--- src/rtl/rob_pkg.sv ---
// rob_pkg: shared ROB sizing constants and entry layout
package rob_pkg;
  localparam int ROB_DEPTH = 16;
  localparam int ROB_PTR_W = 4;
  localparam int AREG_W = 5;
  localparam int PREG_W = 6;
  localparam int CNT_W = 5;
  typedef struct packed {
    logic              valid;
    logic              done;
    logic [AREG_W-1:0] dr;
    logic [PREG_W-1:0] dr_p;
    logic [PREG_W-1:0] old_p;
  } rob_entry_t;
endpackage

--- src/rtl/rob_ptr.sv ---
// rob_ptr: wrapping ROB pointer with increment enable and parallel load
module rob_ptr
  import rob_pkg::*;
(
  input  logic                 clk,
  input  logic                 rst,
  input  logic                 en_i,
  input  logic                 ld_i,
  input  logic [ROB_PTR_W-1:0] ld_val_i,
  output logic [ROB_PTR_W-1:0] ptr_o
);
  logic [ROB_PTR_W-1:0] ptr_q, ptr_d;
  // load wins over increment; increment wraps naturally at the pointer width
  always_comb ptr_d = ld_i ? ld_val_i : en_i ? ptr_q + 1'b1 : ptr_q;
  // pointer register
  always_ff @(posedge clk) ptr_q <= rst ? '0 : ptr_d;
  assign ptr_o = ptr_q;
endmodule

--- src/rtl/rob_retire.sv ---
// rob_retire: 16-entry reorder buffer with in-order retire; flush port under ROB_FLUSH_EN
module rob_retire
  import rob_pkg::*;
(
  input  logic              clk,
  input  logic              rst,
  input  logic              alloc_valid,
  input  logic [AREG_W-1:0] alloc_dr,
  input  logic [PREG_W-1:0] alloc_dr_p,
  input  logic [PREG_W-1:0] alloc_old_p,
  output logic              alloc_ready,
  output logic [ROB_PTR_W-1:0] alloc_rob_num,
  input  logic              cmpl_valid,
  input  logic [ROB_PTR_W-1:0] cmpl_rob_num,
  output logic              ret_valid,
  output logic [AREG_W-1:0] ret_dr,
  output logic [PREG_W-1:0] ret_dr_p,
  output logic [PREG_W-1:0] ret_old_p,
  output logic              ret_free,
  output logic [CNT_W-1:0]  count
`ifdef ROB_FLUSH_EN
  ,
  input  logic              flush
`endif
);
  rob_entry_t ent_q [ROB_DEPTH];
  rob_entry_t ent_d [ROB_DEPTH];
  rob_entry_t hd;
  logic [ROB_PTR_W-1:0] head, tail;
  logic [CNT_W-1:0] count_q, count_d;
  logic fl, alloc_fire, ret_fire;
  logic ret_valid_q, ret_free_q;
  logic [AREG_W-1:0] ret_dr_q;
  logic [PREG_W-1:0] ret_dr_p_q, ret_old_p_q;
`ifdef ROB_FLUSH_EN
  assign fl = flush;
`else
  assign fl = 1'b0;
`endif
  assign hd = ent_q[head];
  assign alloc_ready = count_q != CNT_W'(ROB_DEPTH);
  assign alloc_rob_num = tail;
  assign alloc_fire = alloc_valid && alloc_ready && !fl;
  assign ret_fire = hd.valid && hd.done && !fl;
  rob_ptr u_head (.clk(clk), .rst(rst), .en_i(ret_fire), .ld_i(1'b0), .ld_val_i('0), .ptr_o(head));
  rob_ptr u_tail (.clk(clk), .rst(rst), .en_i(alloc_fire), .ld_i(fl), .ld_val_i(head), .ptr_o(tail));
  // entry updates: completion only marks live entries, then retire, then the new allocation
  always_comb begin
    ent_d = ent_q;
    if (cmpl_valid && ent_q[cmpl_rob_num].valid) ent_d[cmpl_rob_num].done = 1'b1;
    if (ret_fire) ent_d[head].valid = 1'b0;
    if (alloc_fire) ent_d[tail] = '{valid: 1'b1, done: alloc_dr == '0, dr: alloc_dr, dr_p: alloc_dr_p, old_p: alloc_old_p};
    if (fl) for (int i = 0; i < ROB_DEPTH; i++) ent_d[i].valid = 1'b0;
  end
  // occupancy counter; a full ROB never allocates so it cannot overflow
  always_comb count_d = fl ? '0 : count_q + CNT_W'(alloc_fire) - CNT_W'(ret_fire);
  // entry storage and occupancy
  always_ff @(posedge clk) begin
    if (rst) begin
      ent_q <= '{default: '0};
      count_q <= '0;
    end else begin
      ent_q <= ent_d;
      count_q <= count_d;
    end
  end
  // retire outputs: valid/free pulse for one cycle, fields hold until the next retire
  always_ff @(posedge clk) begin
    if (rst) begin
      ret_valid_q <= 1'b0;
      ret_free_q <= 1'b0;
      ret_dr_q <= '0;
      ret_dr_p_q <= '0;
      ret_old_p_q <= '0;
    end else begin
      ret_valid_q <= ret_fire;
      ret_free_q <= ret_fire && hd.dr != '0;
      if (ret_fire) begin
        ret_dr_q <= hd.dr;
        ret_dr_p_q <= hd.dr_p;
        ret_old_p_q <= hd.old_p;
      end
    end
  end
  assign ret_valid = ret_valid_q;
  assign ret_free = ret_free_q;
  assign ret_dr = ret_dr_q;
  assign ret_dr_p = ret_dr_p_q;
  assign ret_old_p = ret_old_p_q;
  assign count = count_q;
endmodule

--- config.mk ---
export PLATFORM = sky130hd
export DESIGN_NAME = rob_retire
export DESIGN_NICKNAME = d
export VERILOG_FILES = /design/src/rtl/rob_pkg.sv /design/src/rtl/rob_ptr.sv /design/src/rtl/rob_retire.sv
export SDC_FILE = /design/constraint.sdc
export NUM_CORES = 1
export LEC_CHECK = 0
export ABC_CLOCK_PERIOD_IN_PS = 3610
export CORE_MARGIN = 4
export CORE_UTILIZATION = 30
export CTS_BUF_LIST = sky130_fd_sc_hd__clkbuf_8
export CTS_CLUSTER_DIAMETER = 150
export DETAILED_ROUTE_END_ITERATION = 12
export DONT_BUFFER_PORTS = 1
export MAX_ROUTING_LAYER = met4
export PLACE_DENSITY = 0.48
export RECOVER_POWER = 100
export SYNTH_ARGS = -nofsm -noshare
export SYNTH_HDL_FRONTEND = slang
export SYNTH_HIERARCHICAL = 1
export SYNTH_SLANG_ARGS = --single-unit
--- constraint.sdc ---
create_clock -name clk -period 3.61 [get_ports clk]
set_input_delay 1.083 -clock clk [delete_from_list [all_inputs] [get_ports clk]]
set_output_delay 1.083 -clock clk [all_outputs]
set_load 0.05 [all_outputs]
Word-level counts from Yosys, hierarchy flattened. Index checks and enable logic that the tools add are counted.

Logic and storage cells: 129. Input bits: 25. Output and inout bits: 29. Bits in registers: 336.

Multiplexer cells: 18. Bitwise gates (word level): 3. $add $sub $neg: 4. Reduce and logical (&&, ||, !) cells: 9. Order comparisons: 6. Eq/ne operators: 1.

Operators with widths (number): 304-bit bitwise mux (3); 304-bit two-way mux (3); 19-bit demux with 4-bit select (3); 19-bit binary-select mux with 4-bit select (2); 19-bit two-way mux (6); 18-bit two-way mux (1); 5-bit >= comparator (second input constant) (3); 5-bit by 1-bit less-than comparator with 1-bit output (second input constant) (3); 4-bit inverter with 5-bit output (3); 4-bit by 1-bit adder with 4-bit output (second input constant) (2); 1-bit logical AND (7); 5-bit by 1-bit adder with 5-bit output (1); 5-bit zero test (1); 5-bit inequality test (second input constant) (1); 5-bit nonzero test (1); 5-bit by 1-bit subtractor with 5-bit output (1).

Longest topological paths before layout.
Word-level depth: 11. Gate-level depth with buffers: 15. Gate-level depth less buffers: 14.

By module. Netlist, hierarchy kept.

Modules (own cells, without submodules): rob_retire (area an instance 14451.4 um2, times used 1, sequential area each 6566.3 um2, cells each 1660); rob_ptr (area an instance 205.2 um2, times used 2, sequential area each 80.1 um2, cells each 22).

Worst setup path after synthesis. No wires, ideal clock.

Path kind: register to register. Start: reg count_q[2] (netlist: count[2]). End: reg count_q[4] (netlist: count[4]). Arrival: 2.865 ns. Buffers on the path: 1. Library setup time: 0.128 ns. Stages on the path, launching flop included: 15. Data required time: 3.482 ns. Clock period less this slack: 2.993 ns. Slack: 0.617 ns. Cell sequence: dfxtp_1 > inv_1 > ha_1 > nand4bb_1 > buf_2 > nand2_1 > ha_1 > inv_1 > ha_1 > fa_1 > a21oi_1 > nor2_1 > nor2_1 > xnor2_1 > nor2_1.

Longest elaborated chain between the ends: 4.

RTL lines: start, declared (RTL line rob_retire.sv:30) `logic [CNT_W-1:0] count_q, count_d;`; start signal, assigned (RTL line rob_retire.sv:64) `count_q <= count_d;`; 5-bit inequality test (RTL line rob_retire.sv:41) `assign alloc_ready = count_q != CNT_W'(ROB_DEPTH);`; via alloc_ready (RTL line rob_retire.sv:11) `output logic alloc_ready,`; 1-bit logical AND (RTL line rob_retire.sv:43) `assign alloc_fire = alloc_valid && alloc_ready && !fl;`; 5-bit by 1-bit adder with 5-bit output (RTL line rob_retire.sv:56) `always_comb count_d = fl ? '0 : count_q + CNT_W'(alloc_fire) - CNT_W'(ret_fire);`; 5-bit by 1-bit subtractor with 5-bit output (RTL line rob_retire.sv:56).

The timed path passes the listed nets, and every way through them passes these cells. A chain may end at the register's enable or synchronous reset.

Worst setup path in the final report.
Start: reg u_head.ptr_q[1] (netlist: u_head/ptr_o[1]). End: reg ret_free_q (netlist: ret_free).

Longest elaborated chain between the ends: 6.

RTL lines: start, declared (RTL line rob_ptr.sv:12) `logic [ROB_PTR_W-1:0] ptr_q, ptr_d;`; start signal, assigned (RTL line rob_ptr.sv:16) `always_ff @(posedge clk) ptr_q <= rst ? '0 : ptr_d;`; 4-bit inverter with 5-bit output (not written as such) * (RTL line rob_retire.sv:40) `assign hd = ent_q[head];`; 19-bit binary-select mux with 4-bit select * (RTL line rob_retire.sv:40); 19-bit two-way mux (not written as such) * (2 in series) (RTL line rob_retire.sv:40); 5-bit nonzero test or 1-bit logical AND (tied branches) (RTL line rob_retire.sv:77, rob_retire.sv:44); 1-bit logical AND * (RTL line rob_retire.sv:77) `ret_free_q <= ret_fire && hd.dr != '0;`; end signal, assigned (RTL line rob_retire.sv:71) `ret_free_q <= 1'b0;`; end signal, assigned (RTL line rob_retire.sv:77); end, declared (RTL line rob_retire.sv:32) `logic ret_valid_q, ret_free_q;`.

Every way passes the cells marked *; elsewhere a longest branch is shown, timed or not. The select of a mux whose other input is x is not followed.

==> flow_summary.toml <==
[place]
gp_congestion = 0.807
pre_cts_slack_ps = 97.7
placed_cell_area_sq_mm = 0.0153
io_buffers = 0
dpl.cell_count = 2264
dp_hpwl_mm = 30.9

[timing]
setup_viol_count_final = 0
fin_ws_ps = 114
slew_headroom = 0.0394
hold_viol = 0
fin_crit_ps = 3500
whs_ps = 451
setup_tns_ps = 0
grt_setup_unrepaired = "false"
max_freq_ghz = 0.286
fin_skew_ps = 21.1
tightest_slew_ps = 1440
timing.final.crit_share = 0.968
maxSlewViolCount = 0

[cells_and_area]
n_fill_cell = 5106
design_area_sq_mm = 0.0163
multiInputGateArea_sq_mm = 0.00724
layout.cells.non_filler = 2362
area_growth_pct = 9.61
nNetsFinal = 1690
drive_above_1_share = 0.123
fin_util = 0.333
ff_latch_area_sq_mm = 0.00673

[yosys]
synth_xor_xnor_area_share = 0.00589
ys_warn_count = 6
yosys-mux-area-fraction = 0.142
synth_top_cells_by_count = "575 x nand2_1, 336 x dfxtp_1, 301 x a21oi_1"
synth_top_family_by_area = "simple AND/OR/NAND/NOR gates"
syn_inst = 1704
synth_top_area_frac = 0.453
yosys-top-cells-area = "dfxtp_1 45%, nand2_1 15%, mux4_2 11%, a21oi_1 10%, mux4_1 3.0%"
synth_compound_gate_area_share = 0.140
post-synth-top-count-cell = "nand2_1"
synth-edff-count = 0
ys_ff_latch = 336
ys_types = 50
synth-main-ff-cell = "dfxtp_1"
yosys.area_share.adder = 0.00808
syn_avg_cell_area_sq_um = 8.72
synth_area_sq_mm = 0.0149
yosysSeqAreaShare = 0.453
synth_top_area_cell = "dfxtp_1"
synth_simple_gate_area_frac = 0.195
synthArstFlopShare = 0

[critical_path]
endpoint_kind = "flip-flop"
critPathLaunchType = "flip-flop"
required_ps = 4040
crit_type = "reg2reg"
crit_fanout = 47
rrSetupSlack_ps = 110
r2r-end = "ret_free"
r2r_start = "u_head/ptr_o[1]"
worstPathArrival_ps = 3920
r2r_cells = 7
crit_path_end = "ret_free"
crit_start = "u_head/ptr_o[1]"

[pwr]
vdd_drop_max_v = 0.000196
leakage_nw = 5.27
power_density_mw_per_mm2 = 493
p_total_mw = 8.03

[global_route]
antenna_found_initial = 1
grt_max_degree = 337
grt_pass1_wl_mm = 76.9
grt-ovfl-total = 0
grt_pass1_vias = 11900
grt_use_total = 0.195

[clock_network]
path_clk_slew_ps = 60
cts_setup_buffers = 0
insertion_delay_ps = 620
cts_hold_buf = 0
postCtsResizedCells = 0
htreeDepth = 2
cts_tree = "yes"
clock_sinks = 336
cts_made_buffers = 54
cts_root_buf = "clkbuf_8"
clockBufferDepth = 3

[detailed_routing]
wl_per_cell_um = 21.8
ant_nets = 0
drt_first_pass_iters = 7
wirelength_mm = 51.5
drcViolationCount = 0
first_iter_violations = 1113
vias = 12200
vias_per_cell = 5.18

[die]
die_h_um = 231
die-area_sq_mm = 0.0532
die_w_um = 231
row_count = 81
top_level_ports = 54
initial_utilization = 0.304
core_sq_mm = 0.0490

[worst_hold_path]
hold_depth = 2
hold_class = "reg2reg"
min_from = "ent_q[26]"

[job]
cap_violations = 0

[status]
outcome = "completed"
-- registers in the layout, summed over array words and instances, names as in the netlist, 4 cells and up --
| register | cells |
|---|---|
| ent_q | 304 |
| count | 5 |
| ret_dr | 5 |
| ret_old_p | 6 |
| ret_dr_p | 6 |
| u_tail/ptr_o | 4 |
| u_head/ptr_o | 4 |
-- routing by layer --
metal	share of wire	track usage	vias up
met4	0.033	0.0671	0
met2	0.48	0.320	416
met1	0.41	0.241	6001
met5	0	-	-
met3	0.075	0.0375	122
li1	-	-	5692
-- worst min-delay path by stage --
stage                             to  slack (ps)
final                      ent_q[26]         450
after global routing      ent_q[190]         470
after CTS                  ent_q[48]         450
after detailed placement   ent_q[48]         440
after global placement     ent_q[21]         440
after floorplan           ent_q[115]         430
-- where the power goes --
group          switching [mW]  internal [mW]  total [mW]
logic                   0.536          0.296       0.832
clock network            1.56           1.76        3.32
registers              0.0696           3.81        3.88
total                    2.16           5.87        8.03
-- logic make-up (layout without fill, tap and decap cells) --
logic type,count (synthesis),after routing
AO/OA/AOI/OAI,377,377
XOR/XNOR,10,10
adder cells (fa/ha/maj),9,9
buffers and inverters,174,162
flip-flops,336,336
multiplexers,94,94
other,1,7
AND/OR/NAND/NOR,703,703
-- critical path: stages, from the launching register on --
cell and delay [ps]:
dfxtp_1 410, buf_4 470, buf_4 740, mux4_2 440, a22oi_1 440, nand2_1 130, nor3_1 470, a211oi_1 160
-- cell type report --
type                            count  share of cell area
Multi-Input combinational cell   1199               0.444
Sequential cell                   336               0.413
Clock buffer                       65              0.0549
Tap cell                          664              0.0510
Timing Repair Buffer               49              0.0207
Clock inverter                     32              0.0116
Inverter                           16             0.00399
Antenna cell                        1            0.000154
-- layout by cell type (no fill, tap or decap), types with 4 or more instances in the layout --
cell      netlist  final
clkbuf_1       80      8
nor2b_1         5      5
dfxtp_1       336    335
nand3_1        14     14
clkbuf_8        0     65
nand3_2         4      4
ha_1            8      8
xnor2_1         7      7
nor2_1         32     39
mux4_1         17     17
mux2i_1         4      4
mux4_2         71     71
nand2b_1        8      8
buf_4           3     35
nor3_1         22     25
nand4_1         3      4
o21ai_0        13     26
nand2_1       575    575
or2_1           0     10
a211oi_1       17     17
a21oi_1       301    301
clkbuf_2        0      5
o21a_1          4      4
a22oi_1        10     10
inv_1          15     37
or3_1           4      4
clkinv_1        0      4
a21oi_2        10     10
conb_1          1      6
No activity file was read; power rests on OpenSTA's default activity.
